<file path="src/rtl/sisc_ifetch_if.sv">
// Instruction-memory read bus between the fetch stage (master) and imem (slave).
// Handshake: master raises imem_req with imem_addr and holds both stable until the
// cycle in which the slave raises imem_ack with valid imem_data; that cycle ends the read.
interface sisc_ifetch_if #(
   parameter int AW = 16,
   parameter int DW = 32
);
   logic          imem_req;
   logic [AW-1:0] imem_addr;
   logic          imem_ack;
   logic [DW-1:0] imem_data;

   modport master (
      output imem_req,
      output imem_addr,
      input  imem_ack,
      input  imem_data
   );

   modport slave (
      input  imem_req,
      input  imem_addr,
      output imem_ack,
      output imem_data
   );
endinterface

</file>
<file path="src/rtl/sisc_ifetch.sv">
// SISC instruction-fetch stage: PC, IR, one imem read per fetch_en, with branch
// loads applied at fetch completion and a sticky timeout on a stalled memory.
module sisc_ifetch #(
   parameter int AW       = 16,
   parameter int DW       = 32,
   parameter int RESET_PC = 0,
   parameter int TIMEOUT  = 15
) (
   input  logic          clk,
   input  logic          rst,
   input  logic          fetch_en,
   input  logic          pc_write,
   input  logic [AW-1:0] br_addr,
   sisc_ifetch_if.master mem,
   output logic [DW-1:0] ir,
   output logic [3:0]    opcode,
   output logic [3:0]    mm,
   output logic [AW-1:0] pc_out,
   output logic          ir_valid,
   output logic          busy,
   output logic          fetch_err,
   output logic [1:0]    state_dbg
);

   typedef enum logic [1:0] {
      S_IDLE = 2'd0,
      S_REQ  = 2'd1,
      S_WAIT = 2'd2
   } state_t;

   localparam int TW = $clog2(TIMEOUT + 1);
   localparam logic [TW-1:0] TMAX = TW'(TIMEOUT - 1);

   state_t        state_q, state_d;
   logic [AW-1:0] pc_q;
   logic [AW-1:0] addr_q;
   logic [DW-1:0] ir_q;
   logic          ir_valid_q;
   logic          err_q;
   logic          pend_v_q;
   logic [AW-1:0] pend_q;
   logic [TW-1:0] tcnt_q;

   logic start, done, abort;

   always_ff @(posedge clk) begin
      if (rst) state_q <= S_IDLE;
      else     state_q <= state_d;
   end

   // An ack in REQ completes just like one in WAIT; ack beats timeout.
   always_comb begin
      state_d = state_q;
      start   = 1'b0;
      done    = 1'b0;
      abort   = 1'b0;
      case (state_q)
         S_IDLE: begin
            if (fetch_en) begin
               start   = 1'b1;
               state_d = S_REQ;
            end
         end
         S_REQ, S_WAIT: begin
            if (mem.imem_ack) begin
               done    = 1'b1;
               state_d = S_IDLE;
            end else if (tcnt_q == TMAX) begin
               abort   = 1'b1;
               state_d = S_IDLE;
            end else begin
               state_d = S_WAIT;
            end
         end
         default: state_d = S_IDLE;
      endcase
   end

   always_ff @(posedge clk) begin
      if (rst) begin
         pc_q       <= AW'(RESET_PC);
         addr_q     <= '0;
         ir_q       <= '0;
         ir_valid_q <= 1'b0;
         err_q      <= 1'b0;
         pend_v_q   <= 1'b0;
         pend_q     <= '0;
         tcnt_q     <= '0;
      end else begin
         ir_valid_q <= done | abort;
         if (state_q == S_IDLE) begin
            if (pc_write) pc_q <= br_addr;
            if (start)    addr_q <= pc_write ? br_addr : pc_q;
         end else if (done) begin
            ir_q     <= mem.imem_data;
            pc_q     <= pc_write ? br_addr : (pend_v_q ? pend_q : pc_q + AW'(1));
            pend_v_q <= 1'b0;
            tcnt_q   <= '0;
         end else if (abort) begin
            ir_q     <= '0;
            err_q    <= 1'b1;
            pend_v_q <= 1'b0;
            tcnt_q   <= '0;
         end else begin
            tcnt_q <= tcnt_q + TW'(1);
            // Latest branch target wins; PC itself moves only on completion.
            if (pc_write) begin
               pend_v_q <= 1'b1;
               pend_q   <= br_addr;
            end
         end
      end
   end

   assign busy          = (state_q != S_IDLE);
   assign mem.imem_req  = busy;
   assign mem.imem_addr = addr_q;
   assign ir            = ir_q;
   assign opcode        = ir_q[DW-1 -: 4];
   assign mm            = ir_q[DW-5 -: 4];
   assign pc_out        = pc_q;
   assign ir_valid      = ir_valid_q;
   assign fetch_err     = err_q;
   assign state_dbg     = state_q;

endmodule

</file>
<file path="src/flat_wrapper.sv">
// flat-port wrapper written by rule: the top's interface ports become plain ports
module sisc_ifetch_flat 
#(
   parameter int AW       = 16,
   parameter int DW       = 32,
   parameter int RESET_PC = 0,
   parameter int TIMEOUT  = 15
)
  (clk, rst, fetch_en, pc_write, br_addr, ir, opcode, mm, pc_out, ir_valid, busy, fetch_err, state_dbg, mem_imem_req, mem_imem_addr, mem_imem_ack, mem_imem_data);
  sisc_ifetch_if #(.AW(AW), .DW(DW)) mem_i ();
  input  logic clk;
  input  logic rst;
  input  logic fetch_en;
  input  logic pc_write;
  input  logic [AW-1:0] br_addr;
  output logic [DW-1:0] ir;
  output logic [3:0] opcode;
  output logic [3:0] mm;
  output logic [AW-1:0] pc_out;
  output logic ir_valid;
  output logic busy;
  output logic fetch_err;
  output logic [1:0] state_dbg;
  output wire logic [$bits(mem_i.imem_req)-1:0] mem_imem_req;
  output wire logic [$bits(mem_i.imem_addr)-1:0] mem_imem_addr;
  input wire logic [$bits(mem_i.imem_ack)-1:0] mem_imem_ack;
  input wire logic [$bits(mem_i.imem_data)-1:0] mem_imem_data;
  assign mem_imem_req = mem_i.imem_req;
  assign mem_imem_addr = mem_i.imem_addr;
  assign mem_i.imem_ack = mem_imem_ack;
  assign mem_i.imem_data = mem_imem_data;
  sisc_ifetch #(.AW(AW), .DW(DW), .RESET_PC(RESET_PC), .TIMEOUT(TIMEOUT)) u_core (.clk(clk), .rst(rst), .fetch_en(fetch_en), .pc_write(pc_write), .br_addr(br_addr), .mem(mem_i), .ir(ir), .opcode(opcode), .mm(mm), .pc_out(pc_out), .ir_valid(ir_valid), .busy(busy), .fetch_err(fetch_err), .state_dbg(state_dbg));
endmodule
</file>
<file path="config.mk">
export PLATFORM = sky130hd
export DESIGN_NAME = sisc_ifetch_flat
export DESIGN_NICKNAME = d
export VERILOG_FILES = /design/src/rtl/sisc_ifetch_if.sv /design/src/rtl/sisc_ifetch.sv /design/src/flat_wrapper.sv
export SDC_FILE = /design/constraint.sdc
export NUM_CORES = 1
export LEC_CHECK = 0
export ABC_AREA = 1
export ABC_CLOCK_PERIOD_IN_PS = 1780
export BUFFER_PORTS_ARGS = -buffer_cell sky130_fd_sc_hd__buf_2
export CAP_MARGIN = 25
export CORE_MARGIN = 5
export CORE_UTILIZATION = 51
export CTS_CLUSTER_DIAMETER = 50
export DETAILED_ROUTE_END_ITERATION = 12
export GPL_TIMING_DRIVEN = 0
export PLACE_DENSITY_LB_ADDON = 0.15
export SLEW_MARGIN = 20
export SYNTH_ARGS = -nofsm -noshare
export SYNTH_HDL_FRONTEND = slang
export SYNTH_SLANG_ARGS = --single-unit
</file>
<file path="constraint.sdc">
create_clock -name clk -period 1.78 [get_ports clk]
set_input_delay 0.178 -clock clk [delete_from_list [all_inputs] [get_ports clk]]
set_output_delay 0.178 -clock clk [all_outputs]
set_load 0.02 [all_outputs]
</file>
==> reports/results.txt, run 1 <==
Pwr dens: 873 nW/um2
Leakage: 2.43 nW
Ys Warns: 0
Hold path cells: 3
N_diodes: 0
Synth cell count leaders: dfxtp_1, inv_1, o21ai_0, a21oi_1, nand2_1
Die extent in x: 101 um
Crit-path slowest cell: dfxtp_2
Worst r2r src: u_core.state_dbg[1]
Clock root cell: clkbuf_8
Clk pwr share: 28.5%
Status: finished clean
Largest cells by area after synthesis: dfxtp_1, o21ai_0, a21oi_1
Minimum clock period: 1670 ps
GRT Total Usage: 25.0%
Max Freq: 598 MHz
Critical path data required time: 2040 ps
Number of synthesized flops with an enable pin: 0
Async S/R FF share, synth: 0%
Critical path origin: u_core.state_dbg[1]
Fin crit share: 94.0%
Critical path class: register to register
Worst Path Arrival: 1940 ps
Area of the mapped netlist: 4250 um2
Full die area: 10300 um2
Fraction of layout cells with a size suffix above 1: 31.1%
Drt initial violations: 338
Slew Limit Headroom: 60.1%
Largest net degree at the start of global routing: 18
Syn avg cell area: 7.43 um2
Cts bufs inserted: 9
DR vias: 4359
Post-synth top area share: 41.9%
Dominant synthesized flop cell: dfxtp_1
Die Ht: 101 um
Clk sinks: 89
CTS Buffer Depth: 2
Switching pwr: 0.00162 W
Detailed Route WL: 12800 um
Syn nets: 630
R2R depth: 9
Combinational power share: 23.0%
Reg clk slew, reported paths: 100 ps
Part of the power in registers: 48.4%
Slew Viols, Final: 0
RSZ-0062 raised after global routing: no
CP Launch Type: register
Cell count along the critical path: 9
Max Clock Skew: 12.9 ps
HP Start: mem_imem_data[0]
Worst slew pin tran: 599 ps
Register area share after synthesis: 41.9%
Hold WC Path Type: input port to register
H-Tree Depth: 3
Global-route wire length before repair: 20400 um
Sw Ratio: 34.6%
Fin area: 5350 um2
Sequential cell area: 1780 um2
Area leader, netlist: dfxtp_1
Final nets: 777
I/O pins: 131
DR WL/cell: 15.5 um
# Max-Cap Violations: 0
Hold Vio Cnt, Final: 0
Layout fillers: 725
DP Area: 5030 um2
PortBufs: 129
Critical Path, Cell by Cell: inv_1, ha_4, nand2_2, nor2_4, a21oi_4, o21ai_4, buf_12, buf_6, o21ai_2
Starting density of the core: 52.0%
Pre-Repair DR Iteration Count: 5
Synth-to-Final Area Change: 25.9%
CP Capture Type: register
Footprint of the multi-input gates: 1960 um2
Synth unique cells: 34
Worst-Skew Late Latency: 370 ps
Leading cell type by number of instances after synthesis: dfxtp_1
Final core utilization: 65.5%
Tot Pwr: 0.00467 W
CP delay by family, top: buffers and inverters
Grt ovf: 0
# rows: 33
WP buf/inv: 3
Vias in the first global route: 4162
CTS tree: yes
Synth Register Bits: 89
Detail Route Antenna Nets: 0
# DRC: 0
Cts hold-fix bufs: 0
Core ar.: 8180 um2
Worst VDD drop: 0.602 mV
Crit Path Max Fanout: 10
Dpl hpwl: 9440 um
Final setup fails: 0
Initial antenna violation count: 0
GP Congestion: 0.948
P_int: 0.00306 W
Vias per Instance: 5.26
Critical Path Max Stage Delay: 370 ps
Cells after Synth: 572
final timing paths:
path | slack, ps | to
worst max register to register | 110 | u_core.ir[11]
worst min-delay path | 30 | u_core.ir[0]
worst min register to register | 460 | u_core.ir[0]
worst max-delay path | 110 | u_core.ir[11]
power groups by stage:
stage                     combinational (W)  sequential [W]  clock [W]
after global placement             0.000984         0.00230          0
after CTS                           0.00105         0.00226    0.00136
after detailed placement            0.00101         0.00230          0
final                               0.00108         0.00226    0.00133
after global routing                0.00118         0.00228    0.00145
after floorplan                    0.000527         0.00241          0
what timing repair did:
action	in CTS	in global routing
gates cloned	1	0
setup endpoints to repair	58	75
gates resized for setup	14	13
pin swaps	1	1
buffers inserted	4	2
metal layers:
layer	wire, um	vias to the layer above	track usage (%)	part of all wire, %
met2	6060	182	40.2	47
li1	-	2174	-	-
met1	5360	1980	32.9	42
met5	0	-	0	0
met4	280	0	11.3	2.2
met3	1120	23	4.34	8.7
sequential cells by signal, summed over array words and instances (netlist names):
name and cells:
u_core.ir 32, u_core.ir_valid 1, u_core.pend_q 16, u_core.state_dbg 2, u_core.fetch_err 1, u_core.pc_out 16, u_core.pend_v_q 1, u_core.mem.imem_addr 16
u_core.tcnt_q 4
cell usage in the layout, fill, tap and decap left out, types with 3 or more instances in the layout:
master and count:
buf_2 136, dfxtp_1 87, inv_1 75, o21ai_0 64, a21oi_1 62, nand2_1 59
nand3_1 51, nor2_1 46, o21ai_2 23, buf_4 19, o21ai_1 19, clkbuf_8 10
clkbuf_1 8, buf_6 6, xor2_1 6, nand4_1 4, ha_1 4, a31oi_1 3
layout make-up:
| type | count | share of cell area, % |
|---|---|---|
| Buffer | 40 | 5.14 |
| Clock buffer | 9 | 2.31 |
| Clock inverter | 7 | 1.12 |
| Inverter | 79 | 5.59 |
| Multi-Input combinational cell | 364 | 36.7 |
| Sequential cell | 89 | 33.3 |
| Tap cell | 105 | 2.45 |
| Timing Repair Buffer | 136 | 13.4 |
worst reg2reg max path, stage by stage (launching register included):
cell and delay [ps]:
dfxtp_2 370, inv_1 70, ha_4 300, nand2_2 80
nor2_4 130, a21oi_4 70, o21ai_4 170, buf_12 150
buf_6 170, o21ai_2 60
through the flow:
stage / hold WS, ps / instances / setup WS, ps / TNS, ps
floorplan: 247 / 572 / 39.9 / 0
global placement: 405 / 806 / -136 / -267
detailed placement: 412 / 806 / -199 / -1460
CTS: 23.5 / 827 / 0.413 / 0
global route: 29.7 / 829 / 3.23 / 0
finish: 33.8 / 829 / 107 / 0
cells by family (layout without fill, tap and decap cells):
logic type / count (synthesis) / after routing / share of synthesized area [%]
xor+xnor: 7 / 7 / 1.44
fa+ha+maj: 5 / 5 / 1.47
flops: 89 / 89 / 41.9
compound gates: 178 / 178 / 23.9
mux: 1 / 1 / 0.236
buf+inv: 119 / 271 / 12.8
simple gates: 173 / 173 / 18.2
Note: power is estimated with default switching activity, not from simulation.
==> run 2, diff against run 1 <==
==> constraint.sdc (replaced) <==
create_clock -name clk -period 1.78 [get_ports clk]
set_input_delay 0.356 -clock clk [delete_from_list [all_inputs] [get_ports clk]]
set_output_delay 0.356 -clock clk [all_outputs]
set_load 0.02 [all_outputs]
==> run 2 against run 1 <==
Fmax decreased by 4.3%. Combinational power about the same. Via count increased by 2.9%. Critical endpoint is now mem_imem_req. Largest power group unchanged.
==> reports/results.txt, run 2 (synthesized netlist as in run 1, its figures left out) <==
GP Congestion: 0.964
Worst slew pin tran: 624 ps
CTS Buffer Depth: 2
# Max-Cap Violations: 0
Fin Hold WS: 200 ps
CP Capture Type: output port
Initial antenna violation count: 0
Slew Viols, Final: 0
Dpl hpwl: 9480 um
Crit-path slowest cell: dfxtp_2
Critical Path Max Stage Delay: 340 ps
Max Freq: 572 MHz
Clock root cell: clkbuf_8
Final setup fails: 0
Final nets: 776
Most common cell after layout, fill and taps aside: buf_2
Fin area: 5340 um2
Leakage: 2.42 nW
H-Tree Depth: 3
Critical path data required time: 1420 ps
I/O pins: 131
DR vias: 4487
Layout fillers: 727
Max Clock Skew: 12.7 ps
GRT Total Usage: 24.9%
PortBufs: 129
Hold WC Path Type: input port to register
Fin crit share: 98.2%
N_diodes: 0
Minimum clock period: 1750 ps
Worst VDD drop: 0.472 mV
Die Ht: 101 um
Pwr dens: 906 nW/um2
Critical path class: register to output port
CP delay by family, top: buffers and inverters
Clk sinks: 89
Final core utilization: 65.3%
Full die area: 10300 um2
Drt initial violations: 290
Grt ovf: 0
Most frequent cells in the layout: buf_2, dfxtp_1, inv_1, o21ai_0, a21oi_1
Slew Limit Headroom: 58.4%
Detail Route Antenna Nets: 0
Synth-to-Final Area Change: 25.6%
RSZ-0062 raised after global routing: yes
Global-route wire length before repair: 20400 um
# rows: 33
Status: finished clean
Fraction of layout cells with a size suffix above 1: 31.3%
DP Area: 5030 um2
CP Launch Type: register
Largest register FFs: 32
Worst Path Arrival: 1390 ps
Vias in the first global route: 4298
Cts bufs inserted: 9
Core ar.: 8180 um2
CTS tree: yes
# DRC: 0
Starting density of the core: 52.0%
Die extent in x: 101 um
Worst-Skew Late Latency: 370 ps
Hold Vio Cnt, Final: 0
Reg clk slew, reported paths: 100 ps
Pre-Repair DR Iteration Count: 5
Critical Path, Cell by Cell: inv_2, ha_4, inv_4, buf_8, buf_4, buf_4
Largest net degree at the start of global routing: 18
Detailed Route WL: 12800 um
Vias per Instance: 5.42
DR WL/cell: 15.5 um
Crit Path Max Fanout: 11
Worst path most repeated cell: buf_4
WP buf/inv: 5
==> run 2: cell count changes in the layout (fill, tap and decap cells not counted), sizes merged <==
cell,before,now
buf,165,162
clkbuf,20,22
bufinv,0,1
clkinv,2,3
clkinvlp,2,1
inv,82,81
==> run 2: area by class of cell <==
class / instances / area [um2] / share of cell area, %
clock inverter: 7 / 87.6 / 1.64
tap: 105 / 131 / 2.46
timing repair buffer: 135 / 693 / 13.0
sequential: 89 / 1780 / 33.4
clock buffer: 9 / 124 / 2.32
multi-input combinational: 364 / 1950 / 36.6
inverter: 79 / 299 / 5.60
buffer: 40 / 268 / 5.02
==> run 2: per-stage QoR <==
step / TNS, ps / worst slack (ps) / power, W / cells
finish: 0 / 32.3 / 0.00484 / 828
global route: -10.8 / -6.69 / 0.00506 / 828
CTS: 0 / 14.1 / 0.00481 / 826
detailed placement: -736 / -156 / 0.00331 / 806
global placement: -245 / -126 / 0.00329 / 806
floorplan: 0 / 39.9 / 0.00294 / 572
==> run 2: final timing paths <==
| path | slack (ps) | depth (start not counted) | to | from |
|---|---|---|---|---|
| worst max-delay path | 30 | 6 | mem_imem_req | u_core.state_dbg[0] |
| worst max register to register | 110 | 8 | u_core.ir[17] | u_core.state_dbg[0] |
| worst min-delay path | 200 | 3 | u_core.ir[5] | mem_imem_data[5] |
| worst min register to register | 450 | 2 | u_core.fetch_err | u_core.fetch_err |
==> run 2: timing repair <==
action                     4_1_cts  5_1_grt
setup buffers                    4        2
setup endpoints to repair       49       32
pin swaps                        1        1
resized for setup               11       11
hold buffers                     0        0
==> run 2: power by group <==
| group | internal, W | switching (W) |
|---|---|---|
| clock network | 0.000678 | 0.000828 |
| logic | 0.000382 | 0.000689 |
| registers | 0.00213 | 0.000125 |
==> run 2: routing by layer <==
layer / wire length (um) / part of all wire [%] / GRT usage, % / up-vias
met2: 6070 / 47 / 40.9 / 199
met3: 1200 / 9.3 / 5.30 / 28
li1: - / - / - / 2173
met5: 0 / 0 / 0 / -
met1: 5220 / 41 / 32.1 / 2087
met4: 331 / 2.6 / 9.61 / 0
==> run 2: worst min-delay path, stage by stage <==
cell	delay, ps
buf_2	70
nand3_1	60
o21ai_0	60
